===== src/rtl/ycc_pkg.sv =====
// Shared constants, opcode encoding and helpers for the YCbCr-to-RGB custom instruction.
// Coefficients are unsigned magnitudes in Q.16 fixed point.
package ycc_pkg;

  localparam int FRAC_W_DEF = 16;

  localparam logic signed [31:0] KR  = 32'sd91881;
  localparam logic signed [31:0] KGB = 32'sd22554;
  localparam logic signed [31:0] KGR = 32'sd46802;
  localparam logic signed [31:0] KB  = 32'sd116130;

  typedef enum logic [2:0] {
    OP_R       = 3'd0,
    OP_G       = 3'd1,
    OP_B       = 3'd2,
    OP_RGB     = 3'd3,
    OP_CNT     = 3'd4,
    OP_CNT_CLR = 3'd5
  } ycc_op_e;

  function automatic int chroma_offset(input int pix_w);
    return 32'sd1 <<< (pix_w - 1);
  endfunction

endpackage


===== src/rtl/ycc_round_clamp.sv =====
// Saturates a signed channel sum into the unsigned pixel range.
// Also reports whether saturation happened.
module ycc_round_clamp #(
  parameter int PIX_W = 8
) (
  input  logic signed [31:0]      sum,
  output logic        [PIX_W-1:0] pix,
  output logic                    clamped
);

  localparam logic signed [31:0] PIX_MAX = (32'sd1 <<< PIX_W) - 32'sd1;

  // Select the in-range value, or the nearest bound on overflow.
  always_comb begin
    pix     = {PIX_W{1'b0}};
    clamped = 1'b0;
    if (sum < 32'sd0) begin
      pix     = {PIX_W{1'b0}};
      clamped = 1'b1;
    end else if (sum > PIX_MAX) begin
      pix     = {PIX_W{1'b1}};
      clamped = 1'b1;
    end else begin
      pix     = sum[PIX_W-1:0];
      clamped = 1'b0;
    end
  end

endmodule


===== src/rtl/ycc_rgb_convert_ci.sv =====
// Three-stage Nios II custom instruction: YCbCr sample to R, G, B or packed RGB.
// Also keeps a saturating count of conversions that clamped.
module ycc_rgb_convert_ci
  import ycc_pkg::*;
#(
  parameter int DATA_W = 32,
  parameter int PIX_W  = 8,
  parameter int FRAC_W = FRAC_W_DEF,
  parameter int CNT_W  = 16
) (
  input  logic              clk,
  input  logic              reset,
  input  logic              clk_en,
  input  logic              start,
  input  logic [2:0]        n,
  input  logic [DATA_W-1:0] data_a,
  input  logic [DATA_W-1:0] data_b,
  output logic              done,
  output logic [DATA_W-1:0] result
);

  localparam int                 OFF_I = chroma_offset(PIX_W);
  localparam logic [PIX_W:0]     OFF   = OFF_I[PIX_W:0];
  localparam logic signed [31:0] HALF  = 32'sd1 <<< (FRAC_W - 1);

  logic                    unused_s;
  logic signed [PIX_W:0]   cb_s, cr_s;
  logic [PIX_W-1:0]        y1_r;
  logic signed [PIX_W:0]   cb1_r, cr1_r;
  logic [2:0]              n1_r;
  logic                    v1_r;
  logic signed [31:0]      cb_ext_s, cr_ext_s;
  logic signed [31:0]      pr_r, pgb_r, pgr_r, pb_r;
  logic [PIX_W-1:0]        y2_r;
  logic [2:0]              n2_r;
  logic                    v2_r;
  logic signed [31:0]      y_ext_s, sum_r_s, sum_g_s, sum_b_s;
  logic [PIX_W-1:0]        r_pix_s, g_pix_s, b_pix_s;
  logic                    r_clamp_s, g_clamp_s, b_clamp_s;
  logic                    hit_s;
  logic [DATA_W-1:0]       res_s;
  logic [CNT_W-1:0]        cnt_r, cnt_nxt_s;
  logic                    done_r;
  logic [DATA_W-1:0]       result_r;

  assign unused_s = ^{data_a[DATA_W-1:PIX_W], data_b[DATA_W-1:2*PIX_W]};

  // Mod-2^(PIX_W+1) subtraction yields the two's-complement centred chroma.
  assign cb_s = {1'b0, data_b[PIX_W-1:0]} - OFF;
  assign cr_s = {1'b0, data_b[2*PIX_W-1:PIX_W]} - OFF;

  // Stage 1: capture operands and opcode.
  always_ff @(posedge clk) begin
    if (reset) begin
      y1_r  <= {PIX_W{1'b0}};
      cb1_r <= {(PIX_W+1){1'b0}};
      cr1_r <= {(PIX_W+1){1'b0}};
      n1_r  <= 3'd0;
      v1_r  <= 1'b0;
    end else if (clk_en) begin
      y1_r  <= data_a[PIX_W-1:0];
      cb1_r <= cb_s;
      cr1_r <= cr_s;
      n1_r  <= n;
      v1_r  <= start;
    end
  end

  assign cb_ext_s = 32'(cb1_r);
  assign cr_ext_s = 32'(cr1_r);

  // Stage 2: register the four coefficient products.
  always_ff @(posedge clk) begin
    if (reset) begin
      pr_r  <= 32'sd0;
      pgb_r <= 32'sd0;
      pgr_r <= 32'sd0;
      pb_r  <= 32'sd0;
      y2_r  <= {PIX_W{1'b0}};
      n2_r  <= 3'd0;
      v2_r  <= 1'b0;
    end else if (clk_en) begin
      pr_r  <= KR  * cr_ext_s;
      pgb_r <= KGB * cb_ext_s;
      pgr_r <= KGR * cr_ext_s;
      pb_r  <= KB  * cb_ext_s;
      y2_r  <= y1_r;
      n2_r  <= n1_r;
      v2_r  <= v1_r;
    end
  end

  // Green sums both products before rounding so only one rounding error is taken.
  assign y_ext_s = 32'(y2_r);
  assign sum_r_s = y_ext_s + ((pr_r + HALF) >>> FRAC_W);
  assign sum_g_s = y_ext_s - ((pgb_r + pgr_r + HALF) >>> FRAC_W);
  assign sum_b_s = y_ext_s + ((pb_r + HALF) >>> FRAC_W);

  ycc_round_clamp #(.PIX_W(PIX_W)) u_clamp_r (.sum(sum_r_s), .pix(r_pix_s), .clamped(r_clamp_s));
  ycc_round_clamp #(.PIX_W(PIX_W)) u_clamp_g (.sum(sum_g_s), .pix(g_pix_s), .clamped(g_clamp_s));
  ycc_round_clamp #(.PIX_W(PIX_W)) u_clamp_b (.sum(sum_b_s), .pix(b_pix_s), .clamped(b_clamp_s));

  // Stage 3 result mux and clamp-hit selection by opcode.
  always_comb begin
    res_s = {DATA_W{1'b0}};
    hit_s = 1'b0;
    case (n2_r)
      OP_R: begin
        res_s = {{(DATA_W-PIX_W){1'b0}}, r_pix_s};
        hit_s = r_clamp_s;
      end
      OP_G: begin
        res_s = {{(DATA_W-PIX_W){1'b0}}, g_pix_s};
        hit_s = g_clamp_s;
      end
      OP_B: begin
        res_s = {{(DATA_W-PIX_W){1'b0}}, b_pix_s};
        hit_s = b_clamp_s;
      end
      OP_RGB: begin
        res_s = {{(DATA_W-3*PIX_W){1'b0}}, r_pix_s, g_pix_s, b_pix_s};
        hit_s = r_clamp_s | g_clamp_s | b_clamp_s;
      end
      OP_CNT, OP_CNT_CLR: begin
        res_s = {{(DATA_W-CNT_W){1'b0}}, cnt_r};
        hit_s = 1'b0;
      end
      default: begin
        res_s = {DATA_W{1'b0}};
        hit_s = 1'b0;
      end
    endcase
  end

  // Counter next value: clear on read-and-clear, else saturating increment.
  always_comb begin
    cnt_nxt_s = cnt_r;
    if (v2_r && (n2_r == OP_CNT_CLR)) begin
      cnt_nxt_s = {CNT_W{1'b0}};
    end else if (v2_r && hit_s && (cnt_r != {CNT_W{1'b1}})) begin
      cnt_nxt_s = cnt_r + {{(CNT_W-1){1'b0}}, 1'b1};
    end else begin
      cnt_nxt_s = cnt_r;
    end
  end

  // Stage 3: register result, done pulse and counter.
  always_ff @(posedge clk) begin
    if (reset) begin
      done_r   <= 1'b0;
      result_r <= {DATA_W{1'b0}};
      cnt_r    <= {CNT_W{1'b0}};
    end else if (clk_en) begin
      done_r <= v2_r;
      cnt_r  <= cnt_nxt_s;
      if (v2_r) begin
        result_r <= res_s;
      end
    end
  end

  assign done   = done_r;
  assign result = result_r;

endmodule

===== config.mk =====
export PLATFORM = sky130hd
export DESIGN_NAME = ycc_rgb_convert_ci
export DESIGN_NICKNAME = d
export VERILOG_FILES = /design/src/rtl/ycc_pkg.sv /design/src/rtl/ycc_round_clamp.sv /design/src/rtl/ycc_rgb_convert_ci.sv
export SDC_FILE = /design/constraint.sdc
export NUM_CORES = 1
export LEC_CHECK = 0
export ABC_AREA = 1
export BUFFER_PORTS_ARGS = -buffer_cell sky130_fd_sc_hd__buf_2
export CAP_MARGIN = 30
export CORE_AREA = 2 2 144 287
export CTS_BUF_LIST = sky130_fd_sc_hd__clkbuf_2 sky130_fd_sc_hd__clkbuf_4 sky130_fd_sc_hd__clkbuf_8
export DETAILED_ROUTE_END_ITERATION = 7
export DIE_AREA = 0 0 146 289
export GPL_ROUTABILITY_DRIVEN = 0
export REMOVE_ABC_BUFFERS = 1
export SKIP_LAST_GASP = 1
export SLEW_MARGIN = 10
export SYNTH_ARGS = -nofsm -noshare
export SYNTH_HDL_FRONTEND = slang
export SYNTH_SLANG_ARGS = --single-unit

===== constraint.sdc =====
create_clock -name clk -period 14.2 [get_ports clk]
set_input_delay 3.55 -clock clk [delete_from_list [all_inputs] [get_ports clk]]
set_output_delay 3.55 -clock clk [all_outputs]
set_load 0.05 [all_outputs]

Yosys cells after proc, flatten, opt, wreduce, memory -nomap -nowiden:

Cells that the tools add are included.

* multiplexer cells: 16
* add/subtract/negate cells: 10
* magnitude comparators: 6
* bitwise operators: 2
* reductions and logical operators: 8
* equal/unequal tests: 6
* multiply operators: 4

Operators with widths (count)
* one-hot mux 24 bit (5 select lines): 1
* adder 32 x 17 -> 32 bit, second input constant: 3
* > comparator 17 x 9 -> 1 bit, second input constant: 3
* < comparator 17 x 1 -> 1 bit, second input constant: 3
* 2-to-1 mux 8 bit: 6
* adder 9 x 16 -> 17 bit: 2
* adder 32 bit: 1
* 2-to-1 mux 16 bit: 2
* multiplier 18 x 9 -> 27 bit, first input constant: 1
* multiplier 17 x 9 -> 26 bit, first input constant: 1
* multiplier 16 x 9 -> 25 bit, first input constant: 1
* multiplier 15 x 9 -> 24 bit, first input constant: 1
* subtractor 8 x 8 -> 9 bit, second input constant: 2
* subtractor 9 x 16 -> 17 bit: 1
* adder 16 x 1 -> 16 bit, second input constant: 1
* != test 16 bit, second input constant: 1
* == test 3 x 2 -> 1 bit, second input constant: 2
* == test 3 bit, second input constant: 2
* 2-to-1 mux 1 bit: 6
* one-hot mux 1 bit (4 select lines): 1
* AND reduction 2 bit: 2
* == test 3 x 1 -> 1 bit, second input constant: 1
* logical AND 1 bit: 3
* logical NOT 3 bit: 1
* other kinds (3): 4

* bits in registers: 216
* output and inout bits: 33
* input port bits: 71

Longest topological paths before layout:

* depth in word-level cells: 13
* gate-level depth with buffers: 31
* depth with buffers taken out: 30

Cells and area by module:

Synthesis repeated with hierarchy kept, for this count alone.

* cells, all modules: 2617
* area, all modules: 18793.0 um^2

Modules (own cells, without submodules)
* ycc_rgb_convert_ci: area each 18275.0 um^2, instances 1, sequential area each 3083.0 um^2, cells each 2500
* ycc_round_clamp: area each 172.7 um^2, instances 3, sequential area each 0.0 um^2, cells each 39

Worst setup path before layout:

Ideal clock, no wire load.

* path type: reg-to-reg
* from: register cr1_r[7]
* to: register pgr_r[19]
* buffers on the path: 0
* period minus slack after synthesis: 4.923 ns
* required time: 14.085 ns
* library setup time: 0.115 ns
* path slack: 9.277 ns
* data arrival time: 4.807 ns
* cell stages (with the launch flop): 20
* cell sequence: dfxtp_1 -> clkinv_1 -> fa_1 -> inv_1 -> fa_1 -> fa_1 -> ha_1 -> ha_1 -> nand2_1 -> inv_1 -> a21oi_1 -> o21ai_0 -> a21oi_1 -> o21ai_0 -> nand2_1 -> nand2_1 -> a21oi_1 -> xnor2_1 -> o21ai_0 -> inv_1

* longest elaborated chain between the ends: 1

Ends and longest elaborated chain
* start, declared: line ycc_rgb_convert_ci.sv:29 `logic signed [PIX_W:0] cb1_r, cr1_r;`
* start signal, assigned: line ycc_rgb_convert_ci.sv:57 `cr1_r <= {(PIX_W+1){1'b0}};`
* start signal, assigned: line ycc_rgb_convert_ci.sv:63 `cr1_r <= cr_s;`
* multiplier 16 x 9 -> 25 bit: line ycc_rgb_convert_ci.sv:85 `pgr_r <= KGR * cr_ext_s;`
* end signal, assigned: line ycc_rgb_convert_ci.sv:85
* end, declared: line ycc_rgb_convert_ci.sv:33 `logic signed [31:0] pr_r, pgb_r, pgr_r, pb_r;`

Every way passes these cells.
A chain may end at the register's enable or synchronous reset.

Worst setup path after layout:

* from: input clk_en
* to: register cnt_r[3]

* longest elaborated chain between the ends: 1

Ends and longest elaborated chain
* start, declared: line ycc_rgb_convert_ci.sv:13 `input logic clk_en,`
* AND reduction 2 bit (no line)
* end signal, assigned: line ycc_rgb_convert_ci.sv:152 `cnt_r <= {CNT_W{1'b0}};`
* end signal, assigned: line ycc_rgb_convert_ci.sv:155 `cnt_r <= cnt_nxt_s;`
* end, declared: line ycc_rgb_convert_ci.sv:42 `logic [CNT_W-1:0] cnt_r, cnt_nxt_s;`

Every way passes these cells.

==> impl_metrics.toml <==
[status]
outcome = "finished clean"

[power_and_ir_drop]
p_switching_w = 0.000992
p_per_area_nw_per_um2 = 108
peakVddDrop_mv = 0.0557
leakage_nw = 10.2
p_comb_frac = 0.577
seq_power_share = 0.255
intPower_w = 0.00105
pwr-share-clk = 0.168
switching_share = 0.485

[worst_setup_path]
arrival_ns = 5.78
r2r-end = "pgr_r[19]"
crit_fanout = 21
critPathRequiredTime_ns = 14.64
ff2ff_setup_slack_ns = 8.87
cp-startpoint = "clk_en"
worst_setup_path_start_kind = "input port"
critical_path_class = "input port to flop"
endpoint_kind = "flop"
reg2regPathDepth = 22
r2r_start = "cr1_r[6]"

[global_routing]
grt_pass1_wl_mm = 76.7
antenna_found_initial = 1
overflow = 0
grtUsageTotal = 0.228
grt_pass1_vias = 15700
grt_max_degree = 84

[sta]
setup_tns_ns = 0
rsz0062_at_grt = "false"
tightest_slew_ns = 0.905
min_period_ns = 5.34
hold_viol = 0
max_freq_ghz = 0.187
period_share = 0.376
skew_ns = 0.0285
drv_slew = 0
setup_violations = 0
relSlewSlack = 0.396

[floorplanning]
start_util = 0.444
die-area_um2 = 42200
num_rows = 104
ios = 104
die_x_um = 146
die_y_um = 289
core_area_um2 = 40100

[clock_network]
root_buffer = "clkbuf_8"
clkTransAtPathRegs_ns = 0.10
cts_tree = "done"
post-cts-setup-buffers = 0
cts_resized = 0
cts.sinks = 154
clock_latency_ns = 0.52
cts_buffers = 17
ctsLongestPathBuffers = 2
cts_max_level = 4
ctsHoldBuffers = 0

[logic_synthesis]
yosysMostFrequentCell = "nand2_1"
ys_types = 50
postSynthCellCount = 2404
yosysWarnings = 0
async_flop_share = 0
syn_area_um2 = 17800
synthTopCellsByCount = "nand2_1 (415), inv_1 (383), ha_1 (324)"
synth_top_area_cell = "ha_1"
synth_seq_area_share = 0.173
synth_edf_count = 0
synth_top_area_frac = 0.228
synthTopCellsByArea = "ha_1 (23%), dfxtp_1 (17%), fa_1 (12%)"
synth.avg_cell_area_um2 = 7.40
ys_ff_latch = 154
ys.flop_type = "dfxtp_1"

[routing]
drt_iter0_markers = 595
remaining_drc_errors = 0
antenna_left = 0
wirelength_mm = 47.3
vias_per_cell = 5.24
first_pass_iters = 7
vias = 15600
wl_per_cell_um = 15.9

[placement]
dp.cells = 2943
hpwl_mm = 38.9
numPortBuffers = 55

[hold_path]
hold_start = "result[0]"
hold_path.class = "flop to flop"
holdPathEnd = "result[0]"
whs_path_depth = 2

[cells_and_area]
fin_util = 0.473
drive_above_1_share = 0.0576
nets = 2939
area_growth_pct = 6.48
finalNonFillerCells = 2978

[flow_run]
maxCapViolCount = 0
-- stage by stage --
step                instance area [um^2]  hold slack (ns)  setup slack, ns  total power (W)
floorplan                          17500            0.449             8.83          0.00140
global placement                   18500            0.448             7.86          0.00168
detailed placement                 18500            0.452             7.82          0.00170
CTS                                18900            0.468             8.38          0.00206
global route                       18900            0.493             8.37          0.00225
finish                             18900            0.466             8.86          0.00205
-- layout make-up --
| cell class | instances | area (um^2) |
|---|---|---|
| antenna | 1 | 2.50 |
| clock buffer | 17 | 234 |
| clock inverter | 15 | 150 |
| fill | 4132 | 21100 |
| inverter | 387 | 1450 |
| multi-input combinational | 1810 | 13000 |
| sequential | 154 | 3080 |
| tap | 530 | 663 |
| timing repair buffer | 64 | 349 |
-- power groups by stage --
stage | Combinational, W | Clock (W) | Sequential [W]
after floorplan | 0.000887 | 0 | 0.000514
after global placement | 0.00115 | 0 | 0.000531
after detailed placement | 0.00117 | 0 | 0.000532
after CTS | 0.00119 | 0.000354 | 0.000522
after global routing | 0.00136 | 0.000369 | 0.000525
final | 0.00118 | 0.000343 | 0.000522
-- sequential cells by signal, summed over array words and instances (netlist names) --
register,count
pgr_r,18
cr1_r,8
pgb_r,22
n2_r,3
cb1_r,8
y1_r,8
done,1
cnt_r,16
v2_r,1
v1_r,1
n1_r,3
pb_r,14
pr_r,19
y2_r,8
result,24
-- layer usage --
layer  GRT usage  up-vias  part of all wire
li1            -     7890                 -
met5           0        -                 0
met2       0.457      304              0.55
met4       0.141        0             0.061
met1       0.221     7265              0.37
met3      0.0222      142             0.023
-- cells in the final DEF (no fill, tap or decap), drive strengths merged, types with 2 or more instances in the layout --
master | netlist | routed
nor3 | 18 | 18
o21ai | 141 | 141
nor3b | 4 | 4
clkinvlp | 0 | 2
buf | 15 | 64
a21oi | 200 | 200
o2111ai | 2 | 2
a31oi | 6 | 6
xnor2 | 27 | 27
clkinv | 3 | 7
a21o | 11 | 11
o211ai | 25 | 25
inv | 384 | 393
ha | 324 | 324
nand3b | 8 | 8
dfxtp | 154 | 154
or2 | 9 | 9
clkbuf | 45 | 17
fa | 110 | 110
nand4 | 24 | 24
o221ai | 3 | 3
nor2 | 250 | 250
a31o | 4 | 4
conb | 1 | 8
o21bai | 8 | 8
nand3 | 130 | 130
nor4 | 4 | 4
xor2 | 62 | 62
and2 | 2 | 2
nand2 | 424 | 424
-- how the worst max path moves through the flow --
stage	to	slack [ns]	cells after the start
5_1_grt	pr_r[18]	8.37	24
3_3_place_gp	cnt_r[6]	7.86	9
6_report	cnt_r[3]	8.86	10
4_1_cts	cnt_r[3]	8.38	9
3_5_place_dp	cnt_r[3]	7.82	9
2_1_floorplan	pb_r[23]	8.83	5
-- critical path, stage by stage --
cell	delay (ns)
buf_4	0.21
nand2_1	0.28
buf_6	0.26
clkinv_1	0.29
nand2_1	0.10
a41oi_1	0.39
nand2_4	0.23
nand2_4	0.22
nand2_1	0.09
a21oi_1	0.12
-- cells by family (layout without fill, tap and decap cells) --
family / count (synthesis) / in the layout / share of synthesized area
buffers and inverters: 447 / 483 / 0.0970
adder cells (fa/ha/maj): 434 / 434 / 0.352
AO/OA/AOI/OAI: 406 / 406 / 0.126
other: 1 / 9 / 0.000211
XOR/XNOR: 89 / 89 / 0.0442
flip-flops: 154 / 154 / 0.173
AND/OR/NAND/NOR: 873 / 873 / 0.208
(Power assumes the default switching activity.)
